<file path="src/rtl/clkdiv_gen.sv">
// ---------------------------------------------------------------------------
// clkdiv_gen
//
// Programmable, glitch-free clock divider. The divided clock and its edge
// strobes come straight from flops, so the downstream clock buffer only ever
// sees clean register transitions. Ratio changes and start/stop requests are
// applied only at period boundaries, so no runt high or low phase appears on
// clkout. Only the asynchronous reset can cut a phase short.
//
// Parameters
//   DW    width of the divide-ratio field and of the period counter
//   PROP  implementation property string for target-specific mapping;
//         it has no functional effect
//
// Ports
//   clk        in   source clock, all state changes on its rising edge
//   nreset     in   asynchronous active-low reset
//   en         in   run request, honoured at period boundaries
//   cfg_valid  in   a new divide ratio is offered
//   cfg_div    in   offered divide ratio N (0 and 1 are treated as 2)
//   cfg_ready  out  pending slot is empty, so an offer will be accepted
//   clkout     out  divided clock (flop output)
//   rise       out  high during the first high cycle of each period
//   fall       out  high during the first low cycle of each period
//   busy       out  divider is running
// ---------------------------------------------------------------------------
module clkdiv_gen #(
    parameter int DW   = 8,
    parameter     PROP = "DEFAULT"
) (
    input  logic          clk,
    input  logic          nreset,
    input  logic          en,
    input  logic          cfg_valid,
    input  logic [DW-1:0] cfg_div,
    output logic          cfg_ready,
    output logic          clkout,
    output logic          rise,
    output logic          fall,
    output logic          busy
);

    typedef enum logic {
        IDLE = 1'b0,
        RUN  = 1'b1
    } state_t;

    // Ratios below 2 cannot form a high and a low phase.
    function automatic logic [DW-1:0] clamp_div(input logic [DW-1:0] d);
        return (d < DW'(2)) ? DW'(2) : d;
    endfunction

    // High-phase length ceil(N/2); odd ratios get the extra cycle high.
    function automatic logic [DW-1:0] high_len(input logic [DW-1:0] n);
        return (n >> 1) + {{(DW-1){1'b0}}, n[0]};
    endfunction

    // Hook for target-specific mapping keyed on PROP. The portable
    // implementation below is used for every value.
    if (PROP != "DEFAULT") begin : g_target_map
    end

    state_t        state;
    state_t        state_nxt;
    logic [DW-1:0] ratio;
    logic [DW-1:0] ratio_nxt;
    logic [DW-1:0] cnt;
    logic [DW-1:0] cnt_nxt;
    logic [DW-1:0] high_nxt;
    logic [DW-1:0] pend_div;
    logic          pend_vld;
    logic          pend_vld_nxt;
    logic          take;
    logic          boundary;
    logic          clkout_nxt;
    logic          rise_nxt;
    logic          fall_nxt;

    assign cfg_ready = !pend_vld;
    assign take      = cfg_valid && !pend_vld;
    assign boundary  = (state == RUN) && (cnt == ratio - DW'(1));
    assign busy      = (state == RUN);

    always_comb begin
        state_nxt    = state;
        ratio_nxt    = ratio;
        cnt_nxt      = cnt;
        pend_vld_nxt = pend_vld;

        case (state)
            IDLE: begin
                cnt_nxt = '0;
                if (pend_vld) begin
                    ratio_nxt    = pend_div;
                    pend_vld_nxt = 1'b0;
                end
                if (en) begin
                    state_nxt = RUN;
                end
            end
            RUN: begin
                if (boundary) begin
                    cnt_nxt = '0;
                    if (pend_vld) begin
                        ratio_nxt    = pend_div;
                        pend_vld_nxt = 1'b0;
                    end
                    if (!en) begin
                        state_nxt = IDLE;
                    end
                end else begin
                    cnt_nxt = cnt + DW'(1);
                end
            end
            default: begin
                state_nxt = IDLE;
                cnt_nxt   = '0;
            end
        endcase

        // An offer is only taken while the slot is empty, so it can never
        // collide with the slot being consumed in the same cycle.
        if (take) begin
            pend_vld_nxt = 1'b1;
        end

        // Outputs are derived from the next state so that they change on
        // the same edge as the counter and the ratio that governs them.
        high_nxt   = high_len(ratio_nxt);
        clkout_nxt = (state_nxt == RUN) && (cnt_nxt < high_nxt);
        rise_nxt   = (state_nxt == RUN) && (cnt_nxt == '0);
        fall_nxt   = (state_nxt == RUN) && (cnt_nxt == high_nxt);
    end

    always_ff @(posedge clk or negedge nreset) begin
        if (!nreset) begin
            state    <= IDLE;
            ratio    <= DW'(2);
            cnt      <= '0;
            pend_vld <= 1'b0;
            clkout   <= 1'b0;
            rise     <= 1'b0;
            fall     <= 1'b0;
        end else begin
            state    <= state_nxt;
            ratio    <= ratio_nxt;
            cnt      <= cnt_nxt;
            pend_vld <= pend_vld_nxt;
            clkout   <= clkout_nxt;
            rise     <= rise_nxt;
            fall     <= fall_nxt;
        end
    end

    // Pending ratio payload; only meaningful while pend_vld is set.
    always_ff @(posedge clk) begin
        if (take) begin
            pend_div <= clamp_div(cfg_div);
        end
    end

endmodule

</file>
<file path="config.mk">
export PLATFORM = sky130hd
export DESIGN_NAME = clkdiv_gen
export DESIGN_NICKNAME = d
export VERILOG_FILES = /design/src/rtl/clkdiv_gen.sv
export SDC_FILE = /design/constraint.sdc
export NUM_CORES = 1
export LEC_CHECK = 0
export CAP_MARGIN = 20
export CORE_UTILIZATION = 39
export DETAILED_ROUTE_END_ITERATION = 12
export GPL_TIMING_DRIVEN = 0
export PLACE_DENSITY = 0.61
export SYNTH_ARGS = -nofsm -noshare
export SYNTH_HDL_FRONTEND = slang
export SYNTH_SLANG_ARGS = --single-unit
export TNS_END_PERCENT = 1
</file>
<file path="constraint.sdc">
create_clock -name clk -period 4.27 [get_ports clk]
set_input_delay 0.427 -clock clk [delete_from_list [all_inputs] [get_ports clk]]
set_output_delay 0.427 -clock clk [all_outputs]
set_load 0.05 [all_outputs]
</file>
### Yosys cells after proc, flatten, opt, wreduce, memory -nomap -nowiden

Cells that the tools add are included.

| storage, ports and cells | value |
|---|---|
| input bits | 12 |
| memory bits (writable) | 0 |
| logic and storage cells | 35 |
| ROM bits | 0 |
| memories kept | 0 |
| bits in registers | 29 |
| latch bits | 0 |

| cells by class | value |
|---|---|
| mux-type cells | 11 |
| $lt $le $gt $ge | 2 |
| add/subtract/negate cells | 3 |
| bitwise logic cells | 1 |
| equality and inequality tests | 3 |
| shift operators | 0 |
| multipliers | 0 |
| reductions and logical operators | 7 |
| divide/modulo/power cells | 0 |

Operators with widths:

| operator | number |
|---|---|
| $pmux W8 S2 | 2 |
| $mux W8 | 3 |
| $eq A8 B8 Y1 | 2 |
| $add A7 B1 Y8 | 1 |
| $add A8 B1 Y8 const B | 1 |
| $logic_not A8 Y1 | 1 |
| $lt A8 B2 Y1 const B | 1 |
| $lt A8 B8 Y1 | 1 |
| $sub A8 B1 Y8 const B | 1 |
| $logic_and A1 B1 Y1 | 5 |
| $mux W1 | 4 |
| $pmux W1 S2 | 2 |
| $ne A3 B1 Y1 const B | 1 |
| $logic_not A1 Y1 | 1 |
| $not A1 Y1 | 1 |

### Logic depth before layout (Yosys ltp)

Gate-level depths: netlist (run 1).

| depth | value |
|---|---|
| word-level depth | 8 |
| gate-level depth with buffers | 20 |
| gate-level depth less buffers | 19 |

### Least setup slack after synthesis (run 1)

No wires, ideal clock.

| timing | value |
|---|---|
| kind | reg-to-reg |
| start point | register ratio[1] |
| end point | register clkout |
| path slack | 0.144 ns |
| data required time | 4.145 ns |
| arrival | 4.000 ns |
| path buffers | 1 |
| stages on the path, launching flop included | 19 |
| period minus slack after synthesis | 4.126 ns |
| path through | dfstp_2 inv_1 ha_1 xor2_1 o2111ai_2 o41ai_4 buf_2 o21ai_0 ha_1 ha_1 inv_1 ha_1 nor2b_1 o21a_1 o21a_1 o21a_1 o21ai_0 a21oi_1 a2111oi_0 |

| between the ends | value |
|---|---|
| longest elaborated chain between the ends | 8 |

RTL lines:

| what | RTL line | source |
|---|---|---|
| start, declared | 65 | `logic [DW-1:0] ratio;` |
| start signal, assigned | 146 | `ratio <= ratio_nxt;` |
| $sub A8 B1 Y8 | 81 | `assign boundary = (state == RUN) && (cnt == ratio - DW'(1));` |
| $eq A8 B8 Y1 | 81 |  |
| $logic_and A1 B1 Y1 | 81 |  |
| $mux W8 | 102 | `if (boundary) begin` |
| $pmux W8 S2 | 90 | `case (state)` |
| via ratio_nxt[0] | 66 | `logic [DW-1:0] ratio_nxt;` |
| $add A7 B1 Y8 | 55 | `return (n >> 1) + {{(DW-1){1'b0}}, n[0]};` |
| $lt A8 B8 Y1 | 130 | `clkout_nxt = (state_nxt == RUN) && (cnt_nxt < high_nxt);` |
| $logic_and A1 B1 Y1 | 130 |  |
| via clkout_nxt | 75 | `logic clkout_nxt;` |
| end signal, assigned | 149 | `clkout <= clkout_nxt;` |
| end, declared | 37 | `output logic clkout,` |

The timed path passes the listed nets, and every way through them passes these cells.
A chain may end at the register's enable or synchronous reset.

### Worst setup path after layout (run 1)

| timing | value |
|---|---|
| start point | register ratio[1] |
| end point | register clkout |

RTL lines:

| what | RTL line | source |
|---|---|---|
| $sub A8 B1 Y8 | 81 |  |
| $eq A8 B8 Y1 | 81 |  |
| $logic_and A1 B1 Y1 | 81 |  |
| $mux W8 | 102 |  |
| $pmux W8 S2 | 90 |  |
| via cnt_nxt[1] | 68 | `logic [DW-1:0] cnt_nxt;` |
| $lt A8 B8 Y1 | 130 |  |
| $logic_and A1 B1 Y1 | 130 |  |
| via clkout_nxt | 75 |  |

The timed path passes the listed nets, and every way through them passes these cells.

==> results of run 1 <==
-- report_power, final --
group	leakage, nW	total [mW]	switching (mW)	internal [mW]
registers	0.337	0.285	0	0.285
logic	0.552	0.0178	0.00701	0.0108
clock network	0.0585	0.294	0.104	0.190
-- repair_timing --
action | CTS | global route
endpoints found under the setup margin | 2 | 1
pin swaps | 1 | 5
gates resized for setup | 7 | 15
buffers inserted | 1 | 5
-- flip-flops by register name, summed over array words and instances, names as in the netlist --
| signal | cells |
|---|---|
| clkout | 1 |
| busy | 1 |
| fall | 1 |
| cnt | 8 |
| pend_div | 8 |
| pend_vld | 1 |
| ratio | 8 |
| rise | 1 |
-- layer usage --
metal,vias up,track usage
li1,683,-
met1,649,0.191
met2,26,0.301
met3,5,0.0334
met4,0,0.0711
met5,-,0
-- layout make-up --
cell class | instances | share of cell area
buffer | 14 | 0.0324
clock buffer | 7 | 0.0385
clock inverter | 1 | 0.0134
inverter | 10 | 0.0167
multi-input combinational | 127 | 0.435
sequential | 29 | 0.342
tap | 52 | 0.0290
timing repair buffer | 22 | 0.0932
-- metrics by stage --
stage,hold WS [ps],util,instances,TNS [ps]
global placement,511,0.458,248,-364
floorplan,131,-,180,0
detailed placement,502,0.458,248,-600
global route,589,0.511,262,-41.8
CTS,530,0.491,257,0
finish,532,0.511,262,0
-- Yosys cell counts, drive strengths merged, types with 2 or more instances --
cell	count	area (um^2)
xnor2	12	105
nor2b	4	25.0
clkbuf	7	26.3
xor2	12	105
o31ai	2	15.0
ha	12	150
a41oi	2	17.5
inv	10	37.5
o21a	4	30.0
mux2i	2	20.0
nor4	2	12.5
nand2	14	52.6
nand3	9	45.0
nand2b	3	18.8
a21oi	4	20.0
nor3	6	35.0
edfxtp	8	240
mux2	4	45.0
nand4	2	12.5
o41ai	3	45.1
o21ai	5	25.0
buf	7	35.0
dfrtp	20	500
nor2	15	56.3
nand3b	2	15.0
and3	2	12.5
-- cell usage in the layout (no fill, tap or decap), types with 3 or more instances in the layout --
cell and instances:
nor2b_1 4, buf_2 4, nor3_1 5, nand2_1 14, dfrtp_1 20, o21a_1 4, buf_4 6, clkbuf_1 8
xnor2_1 11, nand3_1 9, ha_1 9, o21ai_1 3, edfxtp_1 8, a21oi_1 4, xor2_1 12, clkbuf_8 6
clkdlybuf4s50_1 16, nand2b_1 3, ha_2 3, mux2_2 4, nor2_1 15, inv_1 10
-- critical path, stage by stage (launching register included) --
cell	delay, ps
dfstp_2	540
inv_1	70
ha_2	320
xor2_1	160
o2111ai_2	180
o41ai_1	680
clkbuf_1	450
nor2_1	120
ha_1	320
nor2b_1	130
o21a_1	160
o21a_1	160
o21a_1	160
o21ai_1	130
a21oi_1	100
a2111oi_2	230
-- worst paths after layout --
| check | to | slack, ps | cells past startpoint |
|---|---|---|---|
| worst min-delay path | ratio[1] | 530 | 2 |
| max in group asynchronous | ratio[5] | 3030 | 1 |
| worst max-delay path | clkout | 270 | 15 |
| worst min register to register | ratio[1] | 530 | 2 |
| min in group asynchronous | ratio[7] | 660 | 1 |
| worst max register to register | clkout | 270 | 15 |
-- kinds of logic after synthesis --
| kind of cell | Yosys count | share of synthesized area |
|---|---|---|
| AND/OR/NAND/NOR | 60 | 0.163 |
| flip-flops | 29 | 0.430 |
| AO/OA/AOI/OAI | 25 | 0.112 |
| XOR/XNOR | 24 | 0.118 |
| buffers and inverters | 24 | 0.0554 |
| adder cells (fa/ha/maj) | 12 | 0.0842 |
| multiplexers | 6 | 0.0365 |
==> flow_summary.json, run 1 <==
{
  "startpoint_type": "flip-flop",
  "synthArstFlopShare": 0.724,
  "placed_area_mm2": 0.00201,
  "ys_types": 35,
  "path_max_fanout": 10,
  "viasPerCell": 5.20,
  "antenna_found_initial": 0,
  "syn_avg_cell_area_um2": 9.91,
  "cts_tree": "built",
  "fin_crit_ps": 4000,
  "wl_met1_um": 1630,
  "multi_input_area_um2": 975,
  "avgRoutedWirePerCell_um": 14.4,
  "required_ps": 4440,
  "htreeDepth": 2,
  "overflow": 0,
  "cts_buffer_depth": 2,
  "place_hpwl_um": 2900,
  "layout-drive-gt1-share": 0.171,
  "cap_violations": 0,
  "diodes": 0,
  "regArea_um2": 767,
  "grt_pass1_wl_um": 6220,
  "peakVddDrop_mv": 0.150,
  "row_count": 24,
  "die_h_um": 69.6,
  "final.period_utilization": 0.937,
  "clockRootBuffer": "clkbuf_8",
  "drc": 0,
  "synthFlopType": "dfrtp_1",
  "core_area_mm2": 0.00438,
  "fmax_mhz": 250,
  "clock_latency_ps": 280,
  "finalSetupViolations": 0,
  "p_leak_nw": 0.947,
  "tightest_slew_ps": 932,
  "min_path_type": "reg2reg",
  "yosys_warnings": 0,
  "track_usage": 0.167,
  "cts_hold_buf": 0,
  "synthCells": 180,
  "p_per_area_mw_per_mm2": 266,
  "route.met2.wl_um": 1970,
  "gp_congestion": 0.843,
  "route.met3.wl_um": 110,
  "end_kind": "flip-flop",
  "startpoint": "ratio[1]",
  "ant_nets": 0,
  "fin_nets": 233,
  "rr_startpoint": "ratio[1]",
  "crit_type": "reg2reg",
  "fin_area_mm2": 0.00224,
  "start_util": 0.407,
  "slew_headroom": 0.377,
  "syn-cell-area_mm2": 0.00178,
  "finalClockSkew_ps": 10.2,
  "critPathArrivalTime_ps": 4170,
  "numCtsBuffers": 5,
  "hold_viol_final": 0,
  "synth_fp_nets": 204,
  "clk_pin_slew_ps": 70,
  "status": "completed",
  "synth_edf_count": 8,
  "synth-seq-area-share": 0.430,
  "io_buffers": 16,
  "synth_seq_cells": 29,
  "die-area_mm2": 0.00485,
  "area_delta_synth_final_pct": 25.8,
  "routed-via-count": 1363,
  "clock_sinks": 29,
  "drt_iter0_markers": 56,
  "wl_um": 3770,
  "worst_slack_ps": 268,
  "die-width_um": 69.6,
  "slew_viol_final": 0,
  "dr.max_layer_used": "met4",
  "worstHoldStart": "pend_div[1]",
  "ios": 17,
  "fill_cells": 402,
  "drtPass1Iterations": 4,
  "pre_cts_slack_ps": -599,
  "power.total_mw": 0.597,
  "grt_max_degree": 22,
  "grt_pass1_vias": 1360
}
Power figures use the tool's default switching activity.
==> run 2, diff against run 1 <==
Settings changed: CORE_MARGIN from default to 8.
==> flow_summary.json, run 2 (synthesis results as in run 1) <==
{
  "p_leak_nw": 0.971,
  "drc": 0,
  "crit_family": "compound AO/OA/AOI/OAI gates",
  "layout-drive-gt1-share": 0.210,
  "worst-path-buf-inv": 3,
  "finalSetupViolations": 0,
  "die-area_mm2": 0.00699,
  "diodes": 0,
  "power.total_mw": 0.521,
  "clock_sinks": 29,
  "layout_commonest_cell": "dfrtp_1",
  "numCtsBuffers": 5,
  "io_buffers": 16,
  "start_util": 0.407,
  "slew_viol_final": 0,
  "gp_congestion": 0.832,
  "fin_util": 0.519,
  "drtPass1Iterations": 4,
  "place_hpwl_um": 3000,
  "reg.largest.list": "cnt x8, pend_div x8, ratio x8",
  "die_h_um": 83.6,
  "die-width_um": 83.6,
  "ant_nets": 0,
  "worst_slack_ps": 227,
  "avgRoutedWirePerCell_um": 15.1,
  "drt_iter0_markers": 40,
  "tightest_slew_ps": 701,
  "placed_area_mm2": 0.00201,
  "fmax_mhz": 247,
  "end_kind": "flip-flop",
  "viasPerCell": 5.24,
  "final.period_utilization": 0.947,
  "fin_area_mm2": 0.00227,
  "clockRootBuffer": "clkbuf_8",
  "row_count": 24,
  "clock_latency_ps": 280,
  "min_path_type": "in2async",
  "cts_hold_buf": 0,
  "peakVddDrop_mv": 0.164,
  "p_per_area_mw_per_mm2": 229,
  "core_area_mm2": 0.00438,
  "cts_buffer_depth": 2,
  "grt_pass1_vias": 1409,
  "status": "completed",
  "slew_headroom": 0.532,
  "clk_pin_slew_ps": 70,
  "cpMostUsedCell": "o21a_1",
  "routed-via-count": 1394,
  "startpoint_type": "flip-flop",
  "fin_nets": 237,
  "htreeDepth": 2,
  "hold_viol_final": 0,
  "ios": 17,
  "antenna_found_initial": 0,
  "crit_type": "reg2reg",
  "wl_um": 4030,
  "grt_pass1_wl_um": 6380,
  "slowest_stage": "dfstp_2",
  "worstPathCellList": "inv_1 > ha_4 > xor2_2 > o2111ai_2 > o41ai_4 > buf_6 > mux2_2 > ha_1 > inv_1 > ha_1 > nor2b_1 > o21a_1 > o21a_1 > o21a_1 > o21ai_2 > a21oi_2 > a2111oi_2",
  "pre_cts_slack_ps": -592,
  "cts_tree": "built",
  "cap_violations": 0,
  "track_usage": 0.111,
  "grt_max_degree": 22,
  "tns_ps": 0,
  "rsz0062_at_grt": "false",
  "required_ps": 4430,
  "path_max_fanout": 4,
  "critPathArrivalTime_ps": 4200,
  "finalClockSkew_ps": 7.12,
  "fin_crit_ps": 4040,
  "area_delta_synth_final_pct": 27.6,
  "mostFrequentLayoutCells": "dfrtp_1, clkdlybuf4s50_1, nor2_1",
  "overflow": 0,
  "critPathMaxStageDelay_ps": 540
}
## run 2: cell types whose count changed in the layout (fill, tap and decap cells not counted), sizes merged
cell,previous run,this run
bufinv,1,0
clkinv,0,2
buf,12,17
clkbuf,15,13
## run 2: worst reg2reg max path, cell delays in order (launching register included)
cell and delay [ps]:
dfstp_2 540, inv_1 90, ha_4 280, xor2_2 130, o2111ai_2 180, o41ai_4 510, buf_6 180, mux2_2 340
ha_1 280, inv_1 40, ha_1 280, nor2b_1 140, o21a_1 160, o21a_1 160, o21a_1 170, o21ai_2 150
a21oi_2 80, a2111oi_2 230
## run 2: area by class of cell
type	instances	area [um^2]
plain buffers	14	67.6
clock buffers	6	72.6
clock inverters	2	10.0
fillers	388	2110
inverters	10	37.5
multi-input cells	127	1010
flip-flops and latches	29	767
well taps	52	65.1
repair buffers	26	246
## run 2: metrics by stage
stage | cells | hold WS [ps]
floorplan | 180 | 131
global placement | 248 | 510
detailed placement | 248 | 505
CTS | 257 | 533
global route | 266 | 487
finish | 266 | 458
## run 2: what timing repair did
action,in CTS,in global routing
setup buffers,1,8
setup endpoints to repair,2,1
resized for setup,8,16
pin swaps,1,4
## run 2: worst paths after layout
kind / depth (start not counted) / to / from / slack (ps)
worst min-delay path: 1 / cnt[7] / nreset / 460
worst max register to register: 17 / clkout / ratio[1] / 230
min in group clk: 2 / ratio[1] / pend_div[1] / 530
max in group asynchronous: 2 / ratio[1] / nreset / 3280
worst min register to register: 2 / ratio[1] / pend_div[1] / 530
worst max-delay path: 17 / clkout / ratio[1] / 230
## run 2: power by group
part           internal (mW)  switching (mW)
combinational         0.0120         0.00718
clock                  0.113           0.103
sequential             0.285               0
## run 2: layer usage
layer	global-route usage	share of wire	up-vias
met5	0	0	-
met1	0.121	0.42	666
li1	-	-	687
met2	0.189	0.50	32
met3	0.0293	0.045	9
met4	0.0644	0.027	0
